### src/rtl/posit_pkg.sv
// Shared constants, helpers and stage payload for the posit encode pipeline.
// The payload struct is sized from P_N/P_ES, so the pipeline parameters must match them.
package posit_pkg;

    localparam int P_N   = 32;
    localparam int P_ES  = 2;
    localparam int P_RS  = $clog2(P_N);
    localparam int BW    = 2 * P_N + P_ES;
    localparam int LEN_W = P_RS + 2;

    localparam logic [P_N-1:0] NAR = {1'b1, {(P_N-1){1'b0}}};

    function automatic logic [P_N-1:0] maxpos();
        return {1'b0, {(P_N-1){1'b1}}};
    endfunction

    function automatic logic [P_N-1:0] minpos();
        return {{(P_N-1){1'b0}}, 1'b1};
    endfunction

    // Number of regime bits including the terminating bit.
    function automatic logic [LEN_W-1:0] regimeLen(input logic signed [P_RS:0] k);
        logic signed [LEN_W-1:0] kx;
        kx = LEN_W'(k);
        return k[P_RS] ? LEN_W'(1 - kx) : LEN_W'(kx + 2);
    endfunction

    typedef struct packed {
        logic          sign;
        logic          inf;
        logic          zero;
        logic [BW-1:0] body;
    } stage_t;

endpackage

### src/rtl/posit_round_rne.sv
// Round-to-nearest-even of the unsigned posit body down to N-1 magnitude bits,
// clamped so a nonzero value never becomes zero or wraps into NaR.
module posit_round_rne
    import posit_pkg::*;
(
    input  logic [BW-1:0]  i_body,
    output logic [P_N-2:0] o_mag
);

    localparam logic [P_N-1:0] MAXPOS = maxpos();
    localparam logic [P_N-1:0] MINPOS = minpos();

    logic [P_N-2:0] w_mag;
    logic           w_guard;
    logic           w_sticky;
    logic           w_roundUp;
    logic [P_N-1:0] w_sum;

    assign w_mag     = i_body[BW-1 -: P_N-1];
    assign w_guard   = i_body[BW-P_N];
    assign w_sticky  = |i_body[BW-P_N-1:0];
    assign w_roundUp = w_guard & (w_mag[0] | w_sticky);
    assign w_sum     = {1'b0, w_mag} + {{(P_N-1){1'b0}}, w_roundUp};

    // Saturated regimes land here too: an all-ones carry means maxpos, an empty magnitude means minpos.
    always_comb begin
        o_mag = w_sum[P_N-2:0];
        if (w_sum[P_N-1]) begin
            o_mag = MAXPOS[P_N-2:0];
        end else if (w_sum[P_N-2:0] == '0) begin
            o_mag = MINPOS[P_N-2:0];
        end
    end

endmodule

### src/rtl/posit_encoder_pipe.sv
// Three-stage posit packer: build body, round, then apply specials and sign.
// Valid/ready chain with bubble collapse; the stage registers are the only storage.
module posit_encoder_pipe
    import posit_pkg::*;
#(
    parameter int N  = P_N,
    parameter int ES = P_ES,
    parameter int RS = $clog2(N)
) (
    input  logic                clk,
    input  logic                rst_n,
    input  logic                in_valid,
    output logic                in_ready,
    input  logic                sign_i,
    input  logic signed [RS:0]  k_i,
    input  logic [ES-1:0]       exp_i,
    input  logic [N-1:0]        frac_i,
    input  logic                sticky_i,
    input  logic                inf_i,
    input  logic                zero_i,
    output logic                out_valid,
    input  logic                out_ready,
    output logic [N-1:0]        out_posit
);

    localparam int TW = 1 + ES + N;

    logic [LEN_W-1:0] w_shift;
    logic             w_fill;
    logic [TW-1:0]    w_tail;
    logic [2*BW-1:0]  w_wide;
    stage_t           w_s1Next;
    logic [N-2:0]     w_s2Mag;
    logic [N-1:0]     w_s3Next;
    logic             w_s1Free;
    logic             w_s2Free;
    logic             w_s3Free;

    stage_t           r_s1;
    logic             r_v1;
    logic             r_s2Sign;
    logic             r_s2Inf;
    logic             r_s2Zero;
    logic [N-2:0]     r_s2Mag;
    logic             r_v2;
    logic [N-1:0]     r_posit;
    logic             r_v3;

    assign w_s3Free = !r_v3 | out_ready;
    assign w_s2Free = !r_v2 | w_s3Free;
    assign w_s1Free = !r_v1 | w_s2Free;
    assign in_ready  = w_s1Free;
    assign out_valid = r_v3;
    assign out_posit = r_posit;

    // The regime fill bit shifts in from the top; the terminator leads the exp/frac tail.
    assign w_fill  = ~k_i[RS];
    assign w_shift = regimeLen(k_i) - LEN_W'(1);
    assign w_tail  = {~w_fill, exp_i, frac_i};
    assign w_wide  = {{BW{w_fill}}, w_tail, {(BW-TW){1'b0}}} >> w_shift;

    // sticky_i folds into the lowest body bit, which only ever feeds the sticky OR.
    always_comb begin
        w_s1Next      = '0;
        w_s1Next.sign = sign_i;
        w_s1Next.inf  = inf_i;
        w_s1Next.zero = zero_i;
        w_s1Next.body = w_wide[BW-1:0] | {{(BW-1){1'b0}}, sticky_i};
    end

    posit_round_rne u_round (
        .i_body (r_s1.body),
        .o_mag  (w_s2Mag)
    );

    always_comb begin
        w_s3Next = {1'b0, r_s2Mag};
        if (r_s2Inf) begin
            w_s3Next = NAR;
        end else if (r_s2Zero) begin
            w_s3Next = '0;
        end else if (r_s2Sign) begin
            w_s3Next = -{1'b0, r_s2Mag};
        end
    end

    always_ff @(posedge clk or negedge rst_n) begin
        if (!rst_n) begin
            r_v1     <= 1'b0;
            r_v2     <= 1'b0;
            r_v3     <= 1'b0;
            r_s1     <= '0;
            r_s2Sign <= 1'b0;
            r_s2Inf  <= 1'b0;
            r_s2Zero <= 1'b0;
            r_s2Mag  <= '0;
            r_posit  <= '0;
        end else begin
            if (w_s1Free) begin
                r_v1 <= in_valid;
            end
            if (w_s1Free && in_valid) begin
                r_s1 <= w_s1Next;
            end
            if (w_s2Free) begin
                r_v2 <= r_v1;
            end
            if (w_s2Free && r_v1) begin
                r_s2Sign <= r_s1.sign;
                r_s2Inf  <= r_s1.inf;
                r_s2Zero <= r_s1.zero;
                r_s2Mag  <= w_s2Mag;
            end
            if (w_s3Free) begin
                r_v3 <= r_v2;
            end
            if (w_s3Free && r_v2) begin
                r_posit <= w_s3Next;
            end
        end
    end

endmodule
### config.mk
export PLATFORM = sky130hd
export DESIGN_NAME = posit_encoder_pipe
export DESIGN_NICKNAME = d
export VERILOG_FILES = /design/src/rtl/posit_pkg.sv /design/src/rtl/posit_round_rne.sv /design/src/rtl/posit_encoder_pipe.sv
export SDC_FILE = /design/constraint.sdc
export NUM_CORES = 1
export LEC_CHECK = 0
export ABC_AREA = 1
export CORE_UTILIZATION = 37
export CTS_CLUSTER_DIAMETER = 80
export CTS_CLUSTER_SIZE = 25
export DETAILED_ROUTE_END_ITERATION = 8
export PLACE_DENSITY = 0.63
export SYNTH_ARGS = -nofsm -noshare
export SYNTH_HDL_FRONTEND = slang
export SYNTH_SLANG_ARGS = --single-unit
### constraint.sdc
create_clock -name clk -period 2.3 [get_ports clk]
set_input_delay 0.23 -clock clk [delete_from_list [all_inputs] [get_ports clk]]
set_output_delay 0.23 -clock clk [all_outputs]
set_load 0.05 [all_outputs]
== Word-level counts from Yosys, hierarchy flattened ==
Index checks and enable logic that the tools add are counted.
W data, S select, Z words.

* Flip-flop bits (word level): 138
* Bits in latches: 0
* RAM bits: 0
* Memory bits (read-only): 0
* Logic and storage cells: 39
* Memories: 0

* $add $sub $neg: 5
* Multipliers: 0
* Divide/modulo/power cells: 0
* Magnitude comparators: 0
* Equality and inequality tests: 0
* Shift-type cells: 1
* Muxes and demuxes: 6
* Bitwise operators: 7
* Reduce and logical (&&, ||, !) cells: 8

{| class="wikitable"
|+ Operator list
! kind !! number
|-
| $shr A132 B7 Y66 || 1
|-
| $mux W32 || 3
|-
| $or A66 B1 Y66 || 1
|-
| $mux W31 || 2
|-
| $reduce_or A34 Y1 || 1
|-
| $add A31 B1 Y32 || 1
|-
| $neg A31 Y32 || 1
|-
| $logic_not A31 Y1 || 1
|-
| $add A6 B3 Y7 const B || 1
|-
| $mux W7 || 1
|-
| $sub A2 B6 Y7 const A || 1
|-
| $sub A7 B1 Y7 const B || 1
|-
| $or A1 B1 Y1 || 4
|-
| $logic_and A1 B1 Y1 || 3
|-
| $logic_not A1 Y1 || 3
|-
| $and A1 B1 Y1 || 1
|-
| $not A1 Y1 || 1
|}

== Depth between registers and ports, before layout ==
* Depth after elaboration: 7
* Depth in mapped cells: 20
* Mapped depth without buffers: 19

== By module ==
A second synthesis with hierarchy kept.

* Cells, all modules: 1924
* Area total of the unflattened synthesis: 11362.1 um^2

{| class="wikitable"
|+ By module, submodules not included
! module !! instances !! cells each !! area an instance (um^2) !! sequential area each (um^2)
|-
| posit_encoder_pipe || 1 || 1603 || 9882.0 || 3453.3
|-
| posit_round_rne || 1 || 321 || 1480.2 || 0.0
|}

== Worst setup path after synthesis ==
OpenSTA, ideal clock, no wires.

* Path type: input to register
* Start point: in k_i[5]
* End point: reg r_s1[31] in the netlist's numbering
* Setup time: 0.116 ns
* Arrival time: 2.380 ns
* Path slack: -0.196 ns
* Cell stages on the path: 16
* Buffers on the path: 3
* Cell sequence: inv_1 -> buf_2 -> ha_1 -> ha_1 -> inv_1 -> buf_2 -> buf_1 -> o211ai_1 -> nand3_1 -> nand2_1 -> o21ai_0 -> nand2_1 -> nand3_1 -> nand3_1 -> nand2_1 -> nand2_1

* Cells in the longest elaborated chain, start to end: 5
* Elaborated cells on any way between the ends: 7

{| class="wikitable"
|+ Ends and longest elaborated chain
! element !! line !! RTL
|-
| start, declared || posit_encoder_pipe.sv:15 || <nowiki>input logic signed [RS:0] k_i,</nowiki>
|-
| $add A6 B3 Y7 / $sub A2 B6 Y7 (equally long branches) || posit_pkg.sv:25 || <nowiki>return k[P_RS] ? LEN_W'(1 - kx) : LEN_W'(kx + 2);</nowiki>
|-
| $mux W7 || posit_pkg.sv:25 ||
|-
| $sub A7 B1 Y7 || posit_encoder_pipe.sv:58 || <nowiki>assign w_shift = regimeLen(k_i) - LEN_W'(1);</nowiki>
|-
| $shr A132 B7 Y66 * || posit_encoder_pipe.sv:60 || <nowiki>assign w_wide = {{BW{w_fill}}, w_tail, {(BW-TW){1'b0}}} >> w_shift;</nowiki>
|-
| $or A66 B1 Y66 * || posit_encoder_pipe.sv:68 || <nowiki>w_s1Next.body = w_wide[BW-1:0] | {{(BW-1){1'b0}}, sticky_i};</nowiki>
|-
| end signal, assigned || posit_encoder_pipe.sv:103 || <nowiki>r_s1 <= w_s1Next;</nowiki>
|-
| end, declared || posit_encoder_pipe.sv:39 || <nowiki>stage_t r_s1;</nowiki>
|}

Every way passes the cells marked *; elsewhere a longest branch is shown, timed or not.
A chain may end at the register's enable or synchronous reset.

== Worst setup path in the final report ==
* Start point: reg r_s1[34] in the netlist's numbering
* End point: reg r_s2Mag[0]

* Cells in the longest elaborated chain, start to end: 5

{| class="wikitable"
|+ Ends and longest elaborated chain
! element !! line !! RTL
|-
| $and A1 B1 Y1 * || posit_round_rne.sv:22 || <nowiki>assign w_roundUp = w_guard & (w_mag[0] | w_sticky);</nowiki>
|-
| $add A31 B1 Y32 * || posit_round_rne.sv:23 || <nowiki>assign w_sum = {1'b0, w_mag} + {{(P_N-1){1'b0}}, w_roundUp};</nowiki>
|-
| $logic_not A31 Y1 || posit_round_rne.sv:30 || <nowiki>end else if (w_sum[P_N-2:0] == '0) begin</nowiki>
|-
| $mux W31 || posit_round_rne.sv:30 ||
|-
| $mux W31 * || posit_round_rne.sv:28 || <nowiki>if (w_sum[P_N-1]) begin</nowiki>
|-
| end signal, assigned || posit_encoder_pipe.sv:112 || <nowiki>r_s2Mag <= w_s2Mag;</nowiki>
|-
| end, declared || posit_encoder_pipe.sv:44 || <nowiki>logic [N-2:0] r_s2Mag;</nowiki>
|}

Marks and branches as above.

==> results_dict.tcl <==
set metrics [dict create \
    diodes 0 \
    fin_cells 2387 \
    synth_nets 1856 \
    routed_wl_mm 39.5 \
    initial_utilization 0.377 \
    overflow 0 \
    routedWlPerCell_um 16.6 \
    fin_nets 2045 \
    post-route-util 0.499 \
    cts_root_buffer "clkbuf_16" \
    power.density_nw_per_um2 937 \
    cts_tree "yes" \
    dp_cells 2337 \
    dpl.hpwl_mm 29.8 \
    synth_top_area_frac 0.319 \
    cp-end-kind "flip-flop" \
    grt_pass1_vias 11900 \
    cts_sinks 138 \
    avgSynthCellArea_sq_um 6.02 \
    netlist_instances 1802 \
    ios 82 \
    drt_iter0_markers 1143 \
    final.setup.tns_ns 0 \
    fin_crit_ns 2.12 \
    port-buffer-count 81 \
    setup_viol 0 \
    final_common_cell "nand2_1" \
    final.fill_count 3035 \
    dr.pass1.iters 7 \
    final_cell_mix "nand2_1 (726), nand3_1 (221), nor2_1 (162)" \
    synth.largest_area_cell "dfrtp_1" \
    slew_headroom 0.603 \
    dp_slack_ns -0.729 \
    numCtsBuffers 17 \
    die-height_um 173 \
    p_total_mw 13.5 \
    finalCritPeriodShare 0.922 \
    report.final.hold_viol_count 0 \
    crit_required_ns 2.66 \
    place.gp.congestion 0.958 \
    status "completed" \
    fp.dieArea_sq_um 30000 \
    skew_ns 0.0190 \
    syn_to_final_growth_pct 32.6 \
    worstPathArrival_ns 2.48 \
    synth_area_leaders "dfrtp_1 (32%), nand2_1 (26%), nand3_1 (11%)" \
    tightest_slew_ns 0.595 \
    antenna_found_initial 0 \
    slew_violations 0 \
    drive_above_1_share 0.155 \
    synth.ff_latch_count 138 \
    grt_pass1_wl_mm 62.8 \
    fmax_mhz 471 \
    core_area_sq_um 28800 \
    critPathMaxFanout 5 \
    setup_ws_ns 0.179 \
    p_leak_nw 7.19 \
    ant_nets 0 \
    clk-insertion-delay-late_ns 0.44 \
    cts.reportedPaths.clkPinSlew_ns 0.07 \
    yosysWarnings 0 \
    path_class "reg2reg" \
    netlist_area_sq_um 10800 \
    grt_max_degree 65 \
    via_per_inst 5.23 \
    ys_seq_area_frac 0.319 \
    h-tree-depth 4 \
    yosysUniqueCellTypes 40 \
    drcViolationCount 0 \
    critPathLaunchType "flip-flop" \
    grtUsageTotal 0.263 \
    peakVddDrop_mv 0.398 \
    die_w_um 173 \
    cap_violations 0 \
    cts_buffer_depth 2 \
    hp-class "in2async" \
    num_rows 62 \
    vias 12500 \
]
[per-layer routing]
metal	global-route usage	vias up	part of all wire
li1	-	6218	-
met1	0.351	5807	0.45
met3	0.0317	62	0.060
met2	0.448	406	0.47
met4	0.0737	0	0.024
met5	0	-	0
[final timing paths]
path	from	endpoint	slack [ns]	cells past startpoint
max	r_s1[34]	r_s2Mag[0]	0.18	15
min	rst_n	out_posit[1]	0.34	2
max reg2reg	r_s1[34]	r_s2Mag[0]	0.18	15
min reg2reg	out_posit[8]	out_posit[8]	0.48	2
max in group asynchronous	rst_n	out_posit[11]	1.24	3
min in group clk	k_i[5]	r_s1[47]	0.35	5
[cell families after synthesis]
family / count (synthesis) / share of synthesized area
compound gates: 226 / 0.116
simple gates: 1217 / 0.470
flops: 138 / 0.319
fa+ha+maj: 6 / 0.00693
buf+inv: 210 / 0.0844
xor+xnor: 5 / 0.00404
[where the power goes]
part / internal [mW] / total, mW / switching, mW / leakage (nW)
combinational: 2.51 / 6.85 / 4.34 / 5.23
sequential: 3.25 / 3.95 / 0.691 / 1.69
clock: 1.49 / 2.66 / 1.17 / 0.271
total: 7.26 / 13.5 / 6.20 / 7.19
[cells in the mapped netlist, drive strengths merged]
master and instances:
clkbuf 28, a32o 2, xor2 3, o22ai 1
buf 62, inv 114, a31oi 7, nand4 14
clkinv 6, nand3b 9, xnor2 2, nand2 763
a21oi 71, a22oi 11, o21a 2, and3 1
dfrtp 138, nor3 18, o31ai 2, o21bai 1
ha 6, o21ai 116, nor2 173, nand3 234
or2 2, o211ai 13, and2 3
[registers in the layout (all words and copies together) (netlist names)]
register,count
r_s2Inf,1
r_v1,1
r_v2,1
r_s2Zero,1
r_s1,69
out_valid,1
r_s2Mag,31
r_s2Sign,1
out_posit,32
[timing repair]
action	in CTS	in global routing
cloned	2	8
pin swaps	6	12
hold endpoints to repair	60	0
buffers inserted	1	7
hold buffers	1	0
gates resized for setup	45	66
endpoints found under the setup margin	66	71
[metrics by stage]
stage                     cell area [sq um]  hold WS, ns
after CTS                             13900        0.355
after floorplan                       10900      -0.0656
after detailed placement              13200        0.262
after global placement                13200        0.262
after global routing                  14400        0.387
final                                 14400        0.341
[critical path, stage by stage (launching register included)]
cell     delay [ns]
dfrtp_1        0.39
nand2_1        0.09
inv_1          0.06
ha_2           0.21
inv_1          0.09
nor2_4         0.15
nand3_1        0.15
nor2_2         0.19
nand2_1        0.07
nand2_1        0.06
nand2_1        0.08
nor2_1         0.09
nand2_1        0.07
nor2_2         0.11
nand3_1        0.10
a21oi_1        0.14
[area by class of cell]
cell class	count	area, sq um	share of cell area
multi-input combinational	1454	6750	0.470
clock inverter	13	119	0.00827
timing repair buffer	260	2680	0.187
inverter	120	457	0.0318
sequential	138	3460	0.241
clock buffer	18	429	0.0299
tap	384	480	0.0334
No activity file was read; power rests on OpenSTA's default activity.
